**src/rtl/picorv32_ahb_bus_master_pkg.sv**
```systemverilog
// Shared AHB encodings, widths, FSM states and request record for the AHB bus master.
package picorv32_ahb_bus_master_pkg;

  localparam int unsigned ADDR_W      = 32;
  localparam int unsigned DATA_W      = 32;
  localparam int unsigned SIZE_W      = 3;
  localparam int unsigned PROT_W      = 4;
  localparam int unsigned TRANS_W     = 2;
  localparam int unsigned RESP_W      = 2;
  localparam int unsigned BURST_W     = 3;
  localparam int unsigned RETRY_CNT_W = 8;

  localparam logic [TRANS_W-1:0] HTRANS_IDLE   = 2'b00;
  localparam logic [TRANS_W-1:0] HTRANS_NONSEQ = 2'b10;

  localparam logic [RESP_W-1:0] HRESP_OKAY  = 2'b00;
  localparam logic [RESP_W-1:0] HRESP_ERROR = 2'b01;
  localparam logic [RESP_W-1:0] HRESP_RETRY = 2'b10;
  localparam logic [RESP_W-1:0] HRESP_SPLIT = 2'b11;

  localparam logic [SIZE_W-1:0] HSIZE_BYTE = 3'b000;
  localparam logic [SIZE_W-1:0] HSIZE_HALF = 3'b001;
  localparam logic [SIZE_W-1:0] HSIZE_WORD = 3'b010;

  localparam logic [BURST_W-1:0] BURST_SINGLE = 3'b000;

  typedef enum logic [2:0] {
    ST_IDLE = 3'd0,
    ST_REQ  = 3'd1,
    ST_ADDR = 3'd2,
    ST_DATA = 3'd3,
    ST_DONE = 3'd4
  } state_e;

  // Latched copy of the adapter request, replayed unchanged on every retry.
  typedef struct packed {
    logic [ADDR_W-1:0] addr;
    logic [DATA_W-1:0] wdata;
    logic [SIZE_W-1:0] size;
    logic [PROT_W-1:0] prot;
    logic              lock;
    logic              write;
  } req_t;

  // Natural alignment of the request; sizes above a word are rejected.
  function automatic logic size_addr_ok(input logic [SIZE_W-1:0] size,
                                        input logic [1:0]        addr_lsb);
    logic ok;
    ok = 1'b0;
    case (size)
      HSIZE_BYTE: ok = 1'b1;
      HSIZE_HALF: ok = ~addr_lsb[0];
      HSIZE_WORD: ok = (addr_lsb == 2'b00);
      default:    ok = 1'b0;
    endcase
    return ok;
  endfunction

endpackage

```
**src/rtl/picorv32_ahb_bus_master_if.sv**
```systemverilog
// Adapter request/response bundle plus the AHB master-side signals.
interface picorv32_ahb_bus_master_if;
  import picorv32_ahb_bus_master_pkg::*;

  logic                mem_ahb_valid;
  logic                mem_ahb_write;
  logic                mem_ahb_read;
  logic [ADDR_W-1:0]   mem_ahb_addr;
  logic [DATA_W-1:0]   mem_ahb_wdata;
  logic [SIZE_W-1:0]   mem_ahb_size;
  logic [PROT_W-1:0]   mem_ahb_prot;
  logic                mem_ahb_lock;
  logic                mem_ahb_ready;
  logic [DATA_W-1:0]   mem_ahb_rdata;
  logic                mem_ahb_err;

  logic                hbusreq;
  logic                hlock;
  logic                hgrant;
  logic                hready;
  logic [RESP_W-1:0]   hresp;
  logic [DATA_W-1:0]   hrdata;
  logic [TRANS_W-1:0]  htrans;
  logic [ADDR_W-1:0]   haddr;
  logic                hwrite;
  logic [SIZE_W-1:0]   hsize;
  logic [BURST_W-1:0]  hburst;
  logic [PROT_W-1:0]   hprot;
  logic [DATA_W-1:0]   hwdata;

  modport master (
    input  mem_ahb_valid, mem_ahb_write, mem_ahb_read, mem_ahb_addr, mem_ahb_wdata,
           mem_ahb_size, mem_ahb_prot, mem_ahb_lock,
    output mem_ahb_ready, mem_ahb_rdata, mem_ahb_err,
    output hbusreq, hlock, htrans, haddr, hwrite, hsize, hburst, hprot, hwdata,
    input  hgrant, hready, hresp, hrdata
  );

  modport slave (
    output mem_ahb_valid, mem_ahb_write, mem_ahb_read, mem_ahb_addr, mem_ahb_wdata,
           mem_ahb_size, mem_ahb_prot, mem_ahb_lock,
    input  mem_ahb_ready, mem_ahb_rdata, mem_ahb_err,
    input  hbusreq, hlock, htrans, haddr, hwrite, hsize, hburst, hprot, hwdata,
    output hgrant, hready, hresp, hrdata
  );

endinterface

```
**src/rtl/picorv32_ahb_bus_master.sv**
```systemverilog
// Executes one adapter request as an AHB NONSEQ SINGLE transfer with arbitration,
// wait states, ERROR termination and bounded/unbounded RETRY/SPLIT re-issue.
module picorv32_ahb_bus_master
  import picorv32_ahb_bus_master_pkg::*;
#(
  parameter int unsigned         RETRY_LIMIT   = 0,
  parameter logic [BURST_W-1:0]  HBURST_SINGLE = BURST_SINGLE
) (
  input  logic                        clk,
  input  logic                        resetn,
  picorv32_ahb_bus_master_if.master   bus
);

  state_e                  state;
  req_t                    lat;
  logic [RETRY_CNT_W-1:0]  retry_cnt;
  logic [RETRY_CNT_W-1:0]  retry_nxt;
  logic                    retry_exhausted;

  // Retry bookkeeping: a zero limit means re-issue forever.
  assign retry_nxt       = retry_cnt + RETRY_CNT_W'(1);
  assign retry_exhausted = (RETRY_LIMIT != 0) && (32'(retry_nxt) == RETRY_LIMIT);

  assign bus.hburst = HBURST_SINGLE;

  // Transfer FSM with registered bus and completion outputs.
  always_ff @(posedge clk or negedge resetn) begin
    if (!resetn) begin
      state             <= ST_IDLE;
      lat               <= '0;
      retry_cnt         <= '0;
      bus.mem_ahb_ready <= 1'b0;
      bus.mem_ahb_err   <= 1'b0;
      bus.mem_ahb_rdata <= '0;
      bus.hbusreq       <= 1'b0;
      bus.hlock         <= 1'b0;
      bus.htrans        <= HTRANS_IDLE;
      bus.haddr         <= '0;
      bus.hwrite        <= 1'b0;
      bus.hsize         <= '0;
      bus.hprot         <= '0;
      bus.hwdata        <= '0;
    end else begin
      case (state)
        ST_IDLE: begin
          if (bus.mem_ahb_valid) begin
            lat.addr  <= bus.mem_ahb_addr;
            lat.wdata <= bus.mem_ahb_wdata;
            lat.size  <= bus.mem_ahb_size;
            lat.prot  <= bus.mem_ahb_prot;
            lat.lock  <= bus.mem_ahb_lock;
            lat.write <= bus.mem_ahb_write;
            if ((bus.mem_ahb_write ^ bus.mem_ahb_read) &&
                size_addr_ok(bus.mem_ahb_size, bus.mem_ahb_addr[1:0])) begin
              state       <= ST_REQ;
              bus.hbusreq <= 1'b1;
              bus.hlock   <= bus.mem_ahb_lock;
            end else begin
              state             <= ST_DONE;
              bus.mem_ahb_ready <= 1'b1;
              bus.mem_ahb_err   <= 1'b1;
              bus.mem_ahb_rdata <= '0;
            end
          end
        end

        ST_REQ: begin
          if (bus.hgrant && bus.hready) begin
            state       <= ST_ADDR;
            bus.htrans  <= HTRANS_NONSEQ;
            bus.haddr   <= lat.addr;
            bus.hwrite  <= lat.write;
            bus.hsize   <= lat.size;
            bus.hprot   <= lat.prot;
            bus.hbusreq <= lat.lock;
          end
        end

        ST_ADDR: begin
          if (bus.hready) begin
            bus.htrans <= HTRANS_IDLE;
            if (bus.hgrant) begin
              state       <= ST_DATA;
              bus.hwdata  <= lat.wdata;
              bus.hbusreq <= 1'b0;
            end else begin
              state       <= ST_REQ;
              bus.hbusreq <= 1'b1;
            end
          end
        end

        ST_DATA: begin
          if (bus.hready) begin
            state             <= ST_DONE;
            bus.mem_ahb_ready <= 1'b1;
            bus.mem_ahb_err   <= (bus.hresp != HRESP_OKAY);
            bus.mem_ahb_rdata <= ((bus.hresp == HRESP_OKAY) && !lat.write) ? bus.hrdata : '0;
            bus.hbusreq       <= 1'b0;
            bus.hlock         <= 1'b0;
          end else begin
            case (bus.hresp)
              HRESP_ERROR: begin
                state             <= ST_DONE;
                bus.mem_ahb_ready <= 1'b1;
                bus.mem_ahb_err   <= 1'b1;
                bus.mem_ahb_rdata <= '0;
                bus.hbusreq       <= 1'b0;
                bus.hlock         <= 1'b0;
              end
              HRESP_RETRY, HRESP_SPLIT: begin
                retry_cnt <= retry_nxt;
                if (retry_exhausted) begin
                  state             <= ST_DONE;
                  bus.mem_ahb_ready <= 1'b1;
                  bus.mem_ahb_err   <= 1'b1;
                  bus.mem_ahb_rdata <= '0;
                  bus.hbusreq       <= 1'b0;
                  bus.hlock         <= 1'b0;
                end else begin
                  state       <= ST_REQ;
                  bus.hbusreq <= 1'b1;
                end
              end
              default: ;
            endcase
          end
        end

        ST_DONE: begin
          state             <= ST_IDLE;
          bus.mem_ahb_ready <= 1'b0;
          bus.mem_ahb_err   <= 1'b0;
          retry_cnt         <= '0;
        end

        default: state <= ST_IDLE;
      endcase
    end
  end

endmodule

```
**src/flat_wrapper.sv**
```systemverilog
// flat-port wrapper written by rule: the top's interface ports become plain ports
module picorv32_ahb_bus_master_flat import picorv32_ahb_bus_master_pkg::*;
#(
  parameter int unsigned         RETRY_LIMIT   = 0,
  parameter logic [BURST_W-1:0]  HBURST_SINGLE = BURST_SINGLE
)
  (clk, resetn, bus_mem_ahb_valid, bus_mem_ahb_write, bus_mem_ahb_read, bus_mem_ahb_addr, bus_mem_ahb_wdata, bus_mem_ahb_size, bus_mem_ahb_prot, bus_mem_ahb_lock, bus_mem_ahb_ready, bus_mem_ahb_rdata, bus_mem_ahb_err, bus_hbusreq, bus_hlock, bus_htrans, bus_haddr, bus_hwrite, bus_hsize, bus_hburst, bus_hprot, bus_hwdata, bus_hgrant, bus_hready, bus_hresp, bus_hrdata);
  picorv32_ahb_bus_master_if bus_i ();
  input  logic clk;
  input  logic resetn;
  input wire logic [$bits(bus_i.mem_ahb_valid)-1:0] bus_mem_ahb_valid;
  input wire logic [$bits(bus_i.mem_ahb_write)-1:0] bus_mem_ahb_write;
  input wire logic [$bits(bus_i.mem_ahb_read)-1:0] bus_mem_ahb_read;
  input wire logic [$bits(bus_i.mem_ahb_addr)-1:0] bus_mem_ahb_addr;
  input wire logic [$bits(bus_i.mem_ahb_wdata)-1:0] bus_mem_ahb_wdata;
  input wire logic [$bits(bus_i.mem_ahb_size)-1:0] bus_mem_ahb_size;
  input wire logic [$bits(bus_i.mem_ahb_prot)-1:0] bus_mem_ahb_prot;
  input wire logic [$bits(bus_i.mem_ahb_lock)-1:0] bus_mem_ahb_lock;
  output wire logic [$bits(bus_i.mem_ahb_ready)-1:0] bus_mem_ahb_ready;
  output wire logic [$bits(bus_i.mem_ahb_rdata)-1:0] bus_mem_ahb_rdata;
  output wire logic [$bits(bus_i.mem_ahb_err)-1:0] bus_mem_ahb_err;
  output wire logic [$bits(bus_i.hbusreq)-1:0] bus_hbusreq;
  output wire logic [$bits(bus_i.hlock)-1:0] bus_hlock;
  output wire logic [$bits(bus_i.htrans)-1:0] bus_htrans;
  output wire logic [$bits(bus_i.haddr)-1:0] bus_haddr;
  output wire logic [$bits(bus_i.hwrite)-1:0] bus_hwrite;
  output wire logic [$bits(bus_i.hsize)-1:0] bus_hsize;
  output wire logic [$bits(bus_i.hburst)-1:0] bus_hburst;
  output wire logic [$bits(bus_i.hprot)-1:0] bus_hprot;
  output wire logic [$bits(bus_i.hwdata)-1:0] bus_hwdata;
  input wire logic [$bits(bus_i.hgrant)-1:0] bus_hgrant;
  input wire logic [$bits(bus_i.hready)-1:0] bus_hready;
  input wire logic [$bits(bus_i.hresp)-1:0] bus_hresp;
  input wire logic [$bits(bus_i.hrdata)-1:0] bus_hrdata;
  assign bus_i.mem_ahb_valid = bus_mem_ahb_valid;
  assign bus_i.mem_ahb_write = bus_mem_ahb_write;
  assign bus_i.mem_ahb_read = bus_mem_ahb_read;
  assign bus_i.mem_ahb_addr = bus_mem_ahb_addr;
  assign bus_i.mem_ahb_wdata = bus_mem_ahb_wdata;
  assign bus_i.mem_ahb_size = bus_mem_ahb_size;
  assign bus_i.mem_ahb_prot = bus_mem_ahb_prot;
  assign bus_i.mem_ahb_lock = bus_mem_ahb_lock;
  assign bus_mem_ahb_ready = bus_i.mem_ahb_ready;
  assign bus_mem_ahb_rdata = bus_i.mem_ahb_rdata;
  assign bus_mem_ahb_err = bus_i.mem_ahb_err;
  assign bus_hbusreq = bus_i.hbusreq;
  assign bus_hlock = bus_i.hlock;
  assign bus_htrans = bus_i.htrans;
  assign bus_haddr = bus_i.haddr;
  assign bus_hwrite = bus_i.hwrite;
  assign bus_hsize = bus_i.hsize;
  assign bus_hburst = bus_i.hburst;
  assign bus_hprot = bus_i.hprot;
  assign bus_hwdata = bus_i.hwdata;
  assign bus_i.hgrant = bus_hgrant;
  assign bus_i.hready = bus_hready;
  assign bus_i.hresp = bus_hresp;
  assign bus_i.hrdata = bus_hrdata;
  picorv32_ahb_bus_master #(.RETRY_LIMIT(RETRY_LIMIT), .HBURST_SINGLE(HBURST_SINGLE)) u_core (.clk(clk), .resetn(resetn), .bus(bus_i));
endmodule
```
**config.mk**
```make
export PLATFORM = sky130hd
export DESIGN_NAME = picorv32_ahb_bus_master_flat
export DESIGN_NICKNAME = d
export VERILOG_FILES = /design/src/rtl/picorv32_ahb_bus_master_pkg.sv /design/src/rtl/picorv32_ahb_bus_master_if.sv /design/src/rtl/picorv32_ahb_bus_master.sv /design/src/flat_wrapper.sv
export SDC_FILE = /design/constraint.sdc
export NUM_CORES = 1
export LEC_CHECK = 0
export ABC_CLOCK_PERIOD_IN_PS = 1700
export CORE_ASPECT_RATIO = 1.4
export CORE_MARGIN = 10
export CORE_UTILIZATION = 42
export CTS_CLUSTER_DIAMETER = 30
export DETAILED_ROUTE_END_ITERATION = 6
export PLACE_DENSITY = 0.8
export SETUP_SLACK_MARGIN = 0.5
export SLEW_MARGIN = 0
export SYNTH_ARGS = -nofsm -noshare
export SYNTH_HDL_FRONTEND = slang
export SYNTH_SLANG_ARGS = --single-unit
```
**constraint.sdc**
```tcl
create_clock -name clk -period 1.7 [get_ports clk]
set_input_delay 0.34 -clock clk [delete_from_list [all_inputs] [get_ports clk]]
set_output_delay 0.34 -clock clk [all_outputs]
set_load 0.01 [all_outputs]
```
; Word level (Yosys, flattened, before mapping)
; Index checks and enable logic that the tools add are counted.
[totals]
register_bits = 186
out_inout_bits = 113
elab_cells = 99
inputBits = 113
[classes]
muxes = 40
n_reduce_logical = 23
n_eq_ne = 16
n_bitwise = 2
[op_table]
columns = operator, count
row1 = 2-to-1 mux 32 bit, 5
row2 = one-hot mux 32 bit (2 select lines), 1
row3 = 2-to-1 mux 1 bit, 17
row4 = AND reduction 4 bit, 4
row5 = 2-to-1 mux 3 bit, 5
row6 = one-hot mux 3 bit (4 select lines), 1
row7 = "equality test 3 x 2 -> 1 bit, second input constant", 3
row8 = one-hot mux 1 bit (3 select lines), 3
row9 = "equality test 3 x 1 -> 1 bit, second input constant", 2
row10 = zero test 3 bit, 2
row11 = 2-to-1 mux 2 bit, 3
row12 = "!= test 2 bit, second input constant", 3
row13 = one-hot mux 3 bit (2 select lines), 1
row14 = AND reduction 3 bit, 2
row15 = AND reduction 6 bit, 1
row16 = nonzero test 2 bit, 3
row17 = "equality test 2 bit, second input constant", 2
row18 = zero test 2 bit, 2
row19 = "!= test 2 x 1 -> 1 bit, second input constant", 2
row20 = "!= test 4 x 3 -> 1 bit, second input constant", 1
row21 = one-hot mux 1 bit (2 select lines), 2
row22 = one-hot mux 1 bit (4 select lines), 1
row23 = one-hot mux 2 bit (2 select lines), 1
row24 = AND reduction 2 bit, 2
row25 = other kinds (10), 12

; Depth between registers and ports, before layout
; Gate-level depths: netlist of the first run.
[depth]
word_depth = 8
ltp_mapped = 6
ltp_nobuf = 4

; Least setup slack after synthesis of the first run
; OpenSTA, ideal clock, no wires.
[synth_path]
path_type = register to register
start = register u_core.state[1]
end = register u_core.lat[17] in the netlist's numbering
required_time_ps = 1572
stages_incl_launch_ff = 6
path_buffers = 2
arrival_ps = 1523
period_less_slack_ps = 1651
setup_time_ps = 128
path_slack_ps = 49
cell_sequence = dfrtp_1 or2_4 nor3_2 buf_4 buf_4 mux2_1
[synth_between]
elab_chain_cells = 2
[synth_rtl]
columns = item, line_no
row1 = start: declaration, picorv32_ahb_bus_master.sv:14  ; state_e state;
row2 = start signal: assignment, picorv32_ahb_bus_master.sv:29  ; state <= ST_IDLE;
row3 = start signal: assignment, picorv32_ahb_bus_master.sv:55  ; state <= ST_REQ;
row4 = start signal: assignment, picorv32_ahb_bus_master.sv:59  ; state <= ST_DONE;
row5 = zero test 3 bit, picorv32_ahb_bus_master.sv:44  ; case (state)
row6 = AND reduction 2 bit (no line), n/a
row7 = end: declaration, picorv32_ahb_bus_master.sv:15  ; req_t lat;
; No other way between the ends.
; A chain may end at the register's enable or synchronous reset.

; Worst setup path in the final report of the first run
[layout_path]
start = register u_core.state[1]
end = register u_core.lat[39] in the netlist's numbering
; Same word-level chain as after synthesis.

==> results of run 1 <==
registers in the layout, indices dropped and copies added, names as in the netlist:
register	cells
u_core.bus.hwdata	32
u_core.bus.haddr	32
u_core.bus.hlock	1
u_core.bus.hbusreq	1
u_core.bus.hwrite	1
u_core.bus.mem_ahb_rdata	32
u_core.bus.mem_ahb_err	1
u_core.bus.mem_ahb_ready	1
u_core.state	3
u_core.bus.hsize	3
u_core.lat	73
u_core.bus.hprot	4
u_core.bus.htrans	1
cells in the mapped netlist, drive strengths merged (2+ instances only):
library cell    n
nor4            2
inv             6
o21ai           6
nor2            3
nor3            5
a21oi          11
nand2           3
nor2b           4
nand2b          2
mux2          145
dfrtp         185
buf            28
a22o           32
or2             2
critical path, stage by stage (launching register included):
cell                      delay, ns
sky130_fd_sc_hd__dfrtp_1       0.39
sky130_fd_sc_hd__or2_4         0.27
sky130_fd_sc_hd__nor3_4        0.15
sky130_fd_sc_hd__buf_12        0.19
sky130_fd_sc_hd__buf_16        0.19
sky130_fd_sc_hd__mux2_1        0.35
power groups by stage:
stage	sequential [uW]	clock (uW)	combinational (uW)
after floorplan	7090	0	1720
after global routing	7250	4190	7030
final	7080	3910	6620
after CTS	6880	3990	4680
after detailed placement	6920	0	4860
after global placement	6780	0	4670
cell type report:
cell class | instances | share of cell area [%]
Clock buffer | 19 | 3.87
Antenna cell | 2 | 0.0428
Multi-Input combinational cell | 232 | 24.4
Inverter | 7 | 0.225
Timing Repair Buffer | 337 | 28.5
Tap cell | 203 | 2.17
Clock inverter | 13 | 1.14
Sequential cell | 185 | 39.6
routing by layer:
layer / global-route usage (%) / routed length [um] / share of wire (%) / vias up
li1: - / - / - / 2273
met1: 18.2 / 8460 / 38 / 2603
met2: 29.0 / 11800 / 53 / 174
met3: 6.64 / 1520 / 6.8 / 26
met4: 6.11 / 366 / 1.7 / 0
met5: 0 / 0 / 0 / -
worst paths after layout:
kind	from	endpoint	slack, ns	depth (start not counted)
hold reg to reg	u_core.lat[25]$_DFFE_PN0P_	u_core.lat[25]$_DFFE_PN0P_	0.49	1
hold / removal	bus_mem_ahb_addr[0]	u_core.lat[41]$_DFFE_PN0P_	0.24	2
min in group asynchronous	resetn	u_core.bus.hwdata[4]$_DFFE_PN0P_	0.36	2
setup / recovery	u_core.state[1]$_DFFE_PN0P_	u_core.lat[39]$_DFFE_PN0P_	0.03	5
setup reg to reg	u_core.state[1]$_DFFE_PN0P_	u_core.lat[39]$_DFFE_PN0P_	0.03	5
max in group asynchronous	resetn	u_core.bus.haddr[23]$_DFFE_PN0P_	0.77	3
repair_timing:
item | 4_1_cts | 5_1_grt
hold endpoints to repair | 23 | 0
pin swaps | 5 | 5
setup buffers | 28 | 45
cloned | 0 | 11
hold buffers | 1 | 0
resized for setup | 490 | 179
endpoints found under the setup margin | 294 | 294
per-stage QoR:
step | TNS (ns) | cells | setup slack [ns]
2_1_floorplan | 0 | 452 | 0.110
3_3_place_gp | -46.82 | 879 | -0.403
3_5_place_dp | -53.19 | 879 | -0.418
4_1_cts | 0 | 940 | 0.0261
5_1_grt | -0.0696 | 997 | -0.0120
6_report | 0 | 998 | 0.0330
cells by family (layout without fill, tap and decap cells):
group | Yosys count | after routing | synth area share [%]
DFF | 185 | 185 | 65.4
muxes | 146 | 146 | 23.2
AOI/OAI and AO/OA | 58 | 58 | 6.45
buffers and inverters | 35 | 376 | 2.74
and+or+nand+nor | 23 | 23 | 1.98
other | 1 | 6 | 0.0530
xor gates and xnor gates | 1 | 1 | 0.124
==> results.toml, run 1 <==
[run_status]
status = "finished, final reports clean"

[final_layout]
final_nets = 893
final_util_pct = 70.2
layout_common_cells = "sky130_fd_sc_hd__dfrtp_1 (184), sky130_fd_sc_hd__mux2_4 (113), sky130_fd_sc_hd__clkdlybuf4s50_1 (103)"
post_route_cells_drive_above_1_share_pct = 50.2
total_area_of_multi_input_combinational_cells_mm2 = 0.00286
filler_cell_count = 1112
final_common_cell = "sky130_fd_sc_hd__dfrtp_1"
area.sequential_mm2 = 0.00463
areaGrowthSynthToFinish_pct = 65.4
post_layout_instance_area_mm2 = 0.0117

[floorplan]
die-area_mm2 = 0.0225
chipHeight_um = 174
ioPinCount = 226
design.core.area_mm2 = 0.0167
start_util_pct = 42.4
floorplan.die.width_um = 130
placement_rows = 56

[route]
via_count = 5076
via_per_inst = 5.09
final_routed_wirelength_mm = 22.2
number_of_iterations_in_the_first_detailed_routing_pass = 4
route.detailed.wl_per_inst_um = 22.2
drtAntennaViolNets = 0
detailedRoute.firstIterationViolations = 328
drc = 0

[worst_setup_path]
cp-start-kind = "flop"
timing.critical_path.to_type = "flop"
arrival_ns = 1.96
crit_path_max_fanout = 20
path_class = "reg -> reg"
cp.required_ns = 1.99

[job]
cap_violations = 0

[power]
pwr_density_cell_mw_per_mm2 = 1510
post-layout-total-power_uw = 17600
total_switching_power_uw = 5170
power.leakage_uw = 0.00577
power_internal_uw = 12400
power_frac_comb_pct = 37.6
netSwitchingFraction_pct = 29.4
pwr-share-clk_pct = 22.2
maximum_ir_drop_on_the_vdd_rail_mv = 0.781
p_seq_share_pct = 40.2

[sta]
hold_violations = 0
setup_violations = 0
fmax_mhz = 600
clock_skew_ns = 0.0112
fin_crit_ns = 1.67
holdWs_ns = 0.237
final_max_slew_viol_count = 0
rsz_0062_raised_after_global_routing = "yes"
fin_crit_sh_pct = 98.1

[grt]
initial_antenna_violation_count = 1
grt_first_pass_wirelength_mm = 29.9
grt_remaining_overflow = 0
grt_pass1_vias = 5452
track_usage_pct = 16.9
grt_start_max_net_pins = 53

[synthesis]
ys_seq_area_share_pct = 65.4
ys_dominant_reg_cell = "sky130_fd_sc_hd__dfrtp_1"
synth_area_leaders = "sky130_fd_sc_hd__dfrtp_1 (65%), sky130_fd_sc_hd__mux2_1 (23%), sky130_fd_sc_hd__a22o_1 (4.0%)"
netlist.top_cell.by_area = "sky130_fd_sc_hd__dfrtp_1"
seq_cells_post_synth = 185
netlist_area_mm2 = 0.00708
synth_enable_flop_cells = 0
ys_async_sr_fraction_pct = 100
synth_warnings = 0
synthDominantCellAreaShare_pct = 65.4
synth_area_per_cell_um2 = 15.8
synthDistinctLibCells = 37
postSynthCellCount = 449

[clocking]
cts.sinks = 185
ctsLongestPathBuffers = 2
cts-buffers-inserted = 17
root_buffer_cell = "sky130_fd_sc_hd__clkbuf_16"
insertion_delay_ns = 0.42
htreeDepth = 4
clkSlewWorstSetupHoldPaths_ns = 0.07
cts_tree = "done"

[placed_design]
place.detailed.hpwl_mm = 13.9
post_dp_cell_area_mm2 = 0.00984
gp_routability_congestion = 0.851
portBuffers = 221

[min_path]
min_path_type = "in -> reg"
Power figures use the tool's default switching activity.
==> run 2: changes to the inputs <==
Settings changed: ABC_AREA set to 1, PLACE_DENSITY 0.8 to 0.79.
==> run 2 against run 1 <==
  * Power rose by 6.4%
  * Largest power group is now combinational logic
  * Largest cell class unchanged
  * Maximum frequency rose by 11%
  * Synthesized cell count rose by 63%
==> results.toml, run 2 <==
[run_status]
status = "finished, final reports clean"

[job]
cap_violations = 0

[clocking]
cts.sinks = 185
root_buffer_cell = "sky130_fd_sc_hd__clkbuf_16"
ctsLongestPathBuffers = 2
clkSlewWorstSetupHoldPaths_ns = 0.07
insertion_delay_ns = 0.42
cts_tree = "done"
cts-buffers-inserted = 17
htreeDepth = 4

[synthesis]
synth_compound_area_share_pct = 9.16
netlist_area_mm2 = 0.00717
ys_dominant_reg_cell = "sky130_fd_sc_hd__dfrtp_1"
synth.most_common_cell = "sky130_fd_sc_hd__nand2_1"
synth_warnings = 0
synth_enable_flop_cells = 0
synthDominantCellAreaShare_pct = 64.6
synthDistinctLibCells = 24
synth_mux_area_share_pct = 4.24
synth_fa_ha_area_share_pct = 0
ys_async_sr_fraction_pct = 100
yosys.area_share.simple_pct = 15.1
postSynthCellCount = 730
synth_area_leaders = "sky130_fd_sc_hd__dfrtp_1 (65%), sky130_fd_sc_hd__nand2_1 (9.9%), sky130_fd_sc_hd__a21oi_1 (4.1%)"
seq_cells_post_synth = 185
synth_top_family_by_area = "simple AND/OR/NAND/NOR gates"
netlist.top_cell.by_area = "sky130_fd_sc_hd__dfrtp_1"
synth_common_cells = "sky130_fd_sc_hd__nand2_1 (190), sky130_fd_sc_hd__dfrtp_1 (185), sky130_fd_sc_hd__inv_1 (75)"
synthXorXnorAreaFrac_pct = 0
ys_seq_area_share_pct = 64.6
synth_area_per_cell_um2 = 9.82

[route]
drc = 0
drtAntennaViolNets = 0
route.detailed.wl_per_inst_um = 16.8
via_count = 6089
final_routed_wirelength_mm = 21.4
number_of_iterations_in_the_first_detailed_routing_pass = 4
detailedRoute.firstIterationViolations = 400
via_per_inst = 4.80

[sta]
post-route-worst-setup-slack_ns = 0.192
setup_violations = 0
setup_total_negative_slack_ns = 0
rsz_0062_raised_after_global_routing = "yes"
fmax_mhz = 663
clock_skew_ns = 0.00854
fin_crit_ns = 1.51
final_max_slew_viol_count = 0
hold_violations = 0
fin_crit_sh_pct = 88.7

[power]
maximum_ir_drop_on_the_vdd_rail_mv = 0.837
post-layout-total-power_uw = 18700
power.leakage_uw = 0.00591
pwr_density_cell_mw_per_mm2 = 1640

[grt]
grt_remaining_overflow = 0
grt_pass1_vias = 6227
track_usage_pct = 18.2
grt_start_max_net_pins = 61
initial_antenna_violation_count = 0
grt_first_pass_wirelength_mm = 32.6

[final_layout]
final_common_cell = "sky130_fd_sc_hd__dfrtp_1"
layout_common_cells = "sky130_fd_sc_hd__dfrtp_1 (182), sky130_fd_sc_hd__nand2_1 (176), sky130_fd_sc_hd__clkdlybuf4s50_1 (111)"
areaGrowthSynthToFinish_pct = 59.0
final_nets = 1166
largest_register = "u_core.lat"
num_antenna_cells = 0
post_layout_instance_area_mm2 = 0.0114
largest_register_ff_count = 73
post_route_cells_drive_above_1_share_pct = 31.2

[floorplan]
ioPinCount = 226
start_util_pct = 42.8
chipHeight_um = 175
die-area_mm2 = 0.0228
placement_rows = 56
design.core.area_mm2 = 0.0167
floorplan.die.width_um = 130

[worst_setup_path]
arrival_ns = 1.82
crit_path_max_fanout = 6
path_class = "reg -> reg"
cp-start-kind = "flop"
timing.critical_path.to_type = "flop"
cp.required_ns = 2.02

[placed_design]
dp_slack_ns = -0.0881
place.detailed.hpwl_mm = 14.2
post_dp_cell_area_mm2 = 0.00987
gp_routability_congestion = 0.826
portBuffers = 221

[min_path]
min_path_type = "in -> async"
-- run 2: cell types whose count changed after synthesis, sizes merged, moves of 3 or more --
cell	before	now
clkbuf	0	6
o21ai	6	68
nand4	0	3
nor2b	4	0
mux2	145	27
a21oi	11	59
nand3	1	8
a22o	32	0
nor2	3	70
buf	28	31
nor3	5	1
inv	6	78
nand2	3	191
-- run 2: cell families (layout without fill, tap and decap cells) --
family / after synthesis / in the layout
flip-flops: 185 / 185
AND/OR/NAND/NOR: 274 / 275
other: 1 / 4
AO/OA/AOI/OAI: 128 / 128
buffers and inverters: 115 / 447
multiplexers: 27 / 27
-- run 2: per-stage QoR --
| step | utilization (%) | hold slack, ns | cells |
|---|---|---|---|
| after floorplan | - | 0.0444 | 733 |
| final | 68.1 | 0.378 | 1269 |
| after detailed placement | 59.0 | 0.278 | 1151 |
| after global placement | 59.0 | 0.275 | 1151 |
| after global routing | 68.1 | 0.412 | 1269 |
| after CTS | 64.6 | 0.370 | 1234 |
-- run 2: area by class of cell --
| class | count | area (um^2) |
|---|---|---|
| Clock buffer | 19 | 443 |
| Fill cell | 1209 | 5340 |
| Sequential cell | 185 | 4630 |
| Multi-Input combinational cell | 434 | 2290 |
| Timing Repair Buffer | 337 | 3350 |
| Tap cell | 203 | 254 |
| Clock inverter | 13 | 120 |
| Inverter | 78 | 310 |
-- run 2: path summary, 6_finish.rpt --
kind	start	end	slack (ns)	cells past startpoint
max reg2reg	u_core.state[2]$_DFFE_PN0P_	u_core.bus.mem_ahb_err$_DFFE_PN0P_	0.19	9
max in group asynchronous	resetn	u_core.lat[27]$_DFFE_PN0P_	0.73	3
min reg2reg	u_core.bus.mem_ahb_rdata[6]$_DFFE_PN0P_	u_core.bus.mem_ahb_rdata[6]$_DFFE_PN0P_	0.47	2
min	resetn	u_core.lat[62]$_DFFE_PN0P_	0.38	2
min in group clk	bus_hrdata[9]	u_core.bus.mem_ahb_rdata[9]$_DFFE_PN0P_	0.45	3
max	u_core.state[2]$_DFFE_PN0P_	u_core.bus.mem_ahb_err$_DFFE_PN0P_	0.19	9
-- run 2: worst max-delay path, stage by stage (launching register included) --
cell                       delay, ns
sky130_fd_sc_hd__dfrtp_2        0.49
sky130_fd_sc_hd__nor2_4         0.22
sky130_fd_sc_hd__inv_2          0.08
sky130_fd_sc_hd__nor2_4         0.14
sky130_fd_sc_hd__nor2_4         0.06
sky130_fd_sc_hd__o211ai_4       0.11
sky130_fd_sc_hd__buf_6          0.18
sky130_fd_sc_hd__inv_4          0.04
sky130_fd_sc_hd__nand2_2        0.05
sky130_fd_sc_hd__nand2_1        0.04
-- run 2: report_power, final --
part	leakage (uW)	internal [uW]	switching, uW
registers	0.00227	6130	932
logic	0.00337	4180	3710
clock network	0.000276	2080	1700
-- run 2: layer usage --
| metal | vias up | share of wire, % | GRT usage [%] |
|---|---|---|---|
| li1 | 2931 | - | - |
| met1 | 2931 | 37 | 20.3 |
| met2 | 190 | 54 | 31.7 |
| met3 | 37 | 6.6 | 6.03 |
| met4 | 0 | 2.1 | 6.13 |
| met5 | - | 0 | 0 |
-- run 2: what timing repair did --
action | in CTS | in global routing
hold buffers | 1 | 0
gates cloned | 4 | 4
endpoints found under the setup margin | 294 | 294
resized for setup | 529 | 72
buffers inserted | 46 | 31
endpoints found under the hold margin | 30 | 0
pin swaps | 7 | 14
==> run 3: changes to the inputs <==
Settings changed: ABC_CLOCK_PERIOD_IN_PS 1700 to 1400, CORE_MARGIN 10 to 1, CORE_UTILIZATION 42 to 46, PLACE_DENSITY 0.79 to 0.82.
Clock period 1.7 ns to 1.4 ns, I/O delays scaled along.
==> run 3 against run 2 <==
  * The run now ends with negative setup slack left
  * Wire length fell by 6.5%
  * Clock skew up 0.0040 ns
  * Sequential power increased by 21%
  * Clock power increased by 24%
  * Non-clock buffer count increased by 2
  * Die area shrank 29%
  * Global-route usage rose by 4.9 points
  * Hold slack worse by 0.055 ns
  * Utilization grew 6.6 points
  * Maximum frequency decreased by 2.4%
  * Final area shrank 0.92%
  * Critical endpoint is now u_core.bus.haddr[1]$_DFFE_PN0P_
==> results.toml, run 3 (synthesized netlist as in run 2, its figures left out) <==
[run_status]
status = "finished, violations left"
violations = "negative setup slack"

[route]
final_routed_wirelength_mm = 20.0
route.detailed.wl_per_inst_um = 15.9
detailedRoute.firstIterationViolations = 191
drtAntennaViolNets = 0
via_per_inst = 4.87
via_count = 6138
number_of_iterations_in_the_first_detailed_routing_pass = 5
drc = 0

[placed_design]
placedCellCount = 1170
portBuffers = 221
place.detailed.hpwl_mm = 12.9
gp_routability_congestion = 0.847

[final_layout]
post_route_cells_drive_above_1_share_pct = 34.9
filler_cell_count = 1027
layout_common_cells = "sky130_fd_sc_hd__dfrtp_1 (182), sky130_fd_sc_hd__nand2_1 (163), sky130_fd_sc_hd__clkdlybuf4s50_1 (111)"
final_util_pct = 74.7
areaGrowthSynthToFinish_pct = 57.6
largest_register = "u_core.lat"
final_non_filler_cell_total = 1260
largest_register_ff_count = 73
final_nets = 1168
num_antenna_cells = 0
final_common_cell = "sky130_fd_sc_hd__dfrtp_1"

[floorplan]
design.core.area_mm2 = 0.0151
floorplan.die.width_um = 108
chipHeight_um = 150
die-area_mm2 = 0.0161
placement_rows = 53
ioPinCount = 226
start_util_pct = 47.4

[grt]
grt_remaining_overflow = 0
grt_most_used_layer = "met2"
track_usage_pct = 23.2
grt_pass1_vias = 6097
grt_start_max_net_pins = 38
groute.layer.met2.usage_pct = 42.5
grtUsageMet3_pct = 4.79
grt_first_pass_wirelength_mm = 28.5
initial_antenna_violation_count = 0
met1_layer_usage_reported_by_global_route_pct = 26.0

[worst_setup_path]
crit_path_start = "u_core.state[0]$_DFFE_PN0P_"
r2r-end = "u_core.bus.haddr[1]$_DFFE_PN0P_"
crit_path_max_fanout = 9
cp.required_ns = 1.70
arrival_ns = 1.84
reg2reg_setup_slack_ns = -0.15
timing.critical_path.to_type = "flop"
ff2ff_path_depth = 6
path_class = "reg -> reg"
critical_path_cell_with_the_highest_stage_delay = "sky130_fd_sc_hd__dfrtp_2"
r2r_start = "u_core.state[0]$_DFFE_PN0P_"
crit_path_cell_trace = "buf_6 -> inv_6 -> nor3_4 -> nand2_2 -> buf_8 -> mux2_4"
cp-start-kind = "flop"
critical_path.max_stage_delay_ns = 0.44

[clocking]
htreeDepth = 4
cts_tree = "done"
ctsLongestPathBuffers = 2
root_buffer_cell = "sky130_fd_sc_hd__clkbuf_16"
insertion_delay_ns = 0.42
cts.sinks = 185
clkSlewWorstSetupHoldPaths_ns = 0.08
cts-buffers-inserted = 17

[sta]
rsz_0062_raised_after_global_routing = "yes"
clock_skew_ns = 0.0125
hold_violations = 0
fmax_mhz = 647
final_max_slew_viol_count = 0
fin_crit_ns = 1.55
setup_total_negative_slack_ns = -13.06
fin_crit_sh_pct = 110
post-route-worst-setup-slack_ns = -0.145
setup_violations = 172

[power]
pwr_density_cell_mw_per_mm2 = 2030
post-layout-total-power_uw = 22900
power.leakage_uw = 0.00592
maximum_ir_drop_on_the_vdd_rail_mv = 1.24

[min_path]
min_path_type = "in -> async"

[job]
cap_violations = 0
[run 3: cell types whose count changed in the layout (fill, tap and decap cells not counted), sizes merged]
cell,delta
bufinv,-1
clkinvlp,-1
bufbuf,-3
clkinv,-1
clkbuf,+5
inv,+4
buf,-1
[run 3: worst max-delay path, delay by kind of cell, from the launching register on]
family | cells | cell delay (ns)
muxes | 1 | 0.30
buffers and inverters | 3 | 0.37
DFF | 1 | 0.44
and+or+nand+nor | 2 | 0.31
[run 3: power by group]
group          internal (uW)  total, uW  switching [uW]
sequential              7440       8530            1090
combinational           4910       9690            4770
clock                   2430       4700            2260
[run 3: worst max-delay path by stage]
stage	end	slack (ns)	cells after the start
CTS	u_core.bus.mem_ahb_rdata[13]$_DFFE_PN0P_	-0.08	9
global placement	u_core.bus.mem_ahb_rdata[7]$_DFFE_PN0P_	-0.29	9
finish	u_core.bus.haddr[1]$_DFFE_PN0P_	-0.15	6
detailed placement	u_core.bus.mem_ahb_rdata[13]$_DFFE_PN0P_	-0.37	9
global route	u_core.bus.haddr[1]$_DFFE_PN0P_	-0.20	6
floorplan	u_core.lat[49]$_DFFE_PN0P_	-0.006	6
[run 3: through the flow]
step                worst slack (ns)  hold WS (ns)  cell area (um^2)
floorplan                   -0.00625       -0.0156              7330
global placement              -0.291         0.225             10100
detailed placement            -0.367         0.221             10100
CTS                          -0.0840         0.321             10700
global route                  -0.196         0.339             11300
finish                        -0.145         0.323             11300
[run 3: layer usage]
layer / vias up / part of all wire (%)
met5: - / 0
met4: 0 / 2.9
met3: 40 / 4.5
met2: 189 / 55
met1: 2963 / 38
li1: 2946 / -
[run 3: layout make-up]
class,instances,area [um^2],area share (%)
repair buffers,339,3140,27.8
flip-flops and latches,185,4630,41.0
well taps,192,240,2.13
clock inverters,14,153,1.35
clock buffers,18,439,3.89
inverters,78,313,2.77
multi-input cells,434,2380,21.1
[run 3: repair_timing]
action,CTS,global route
pin swaps,4,14
hold endpoints to repair,28,0
hold buffers,1,0
endpoints found under the setup margin,294,312
gates resized for setup,501,80
buffers inserted,40,4
gates cloned,0,13
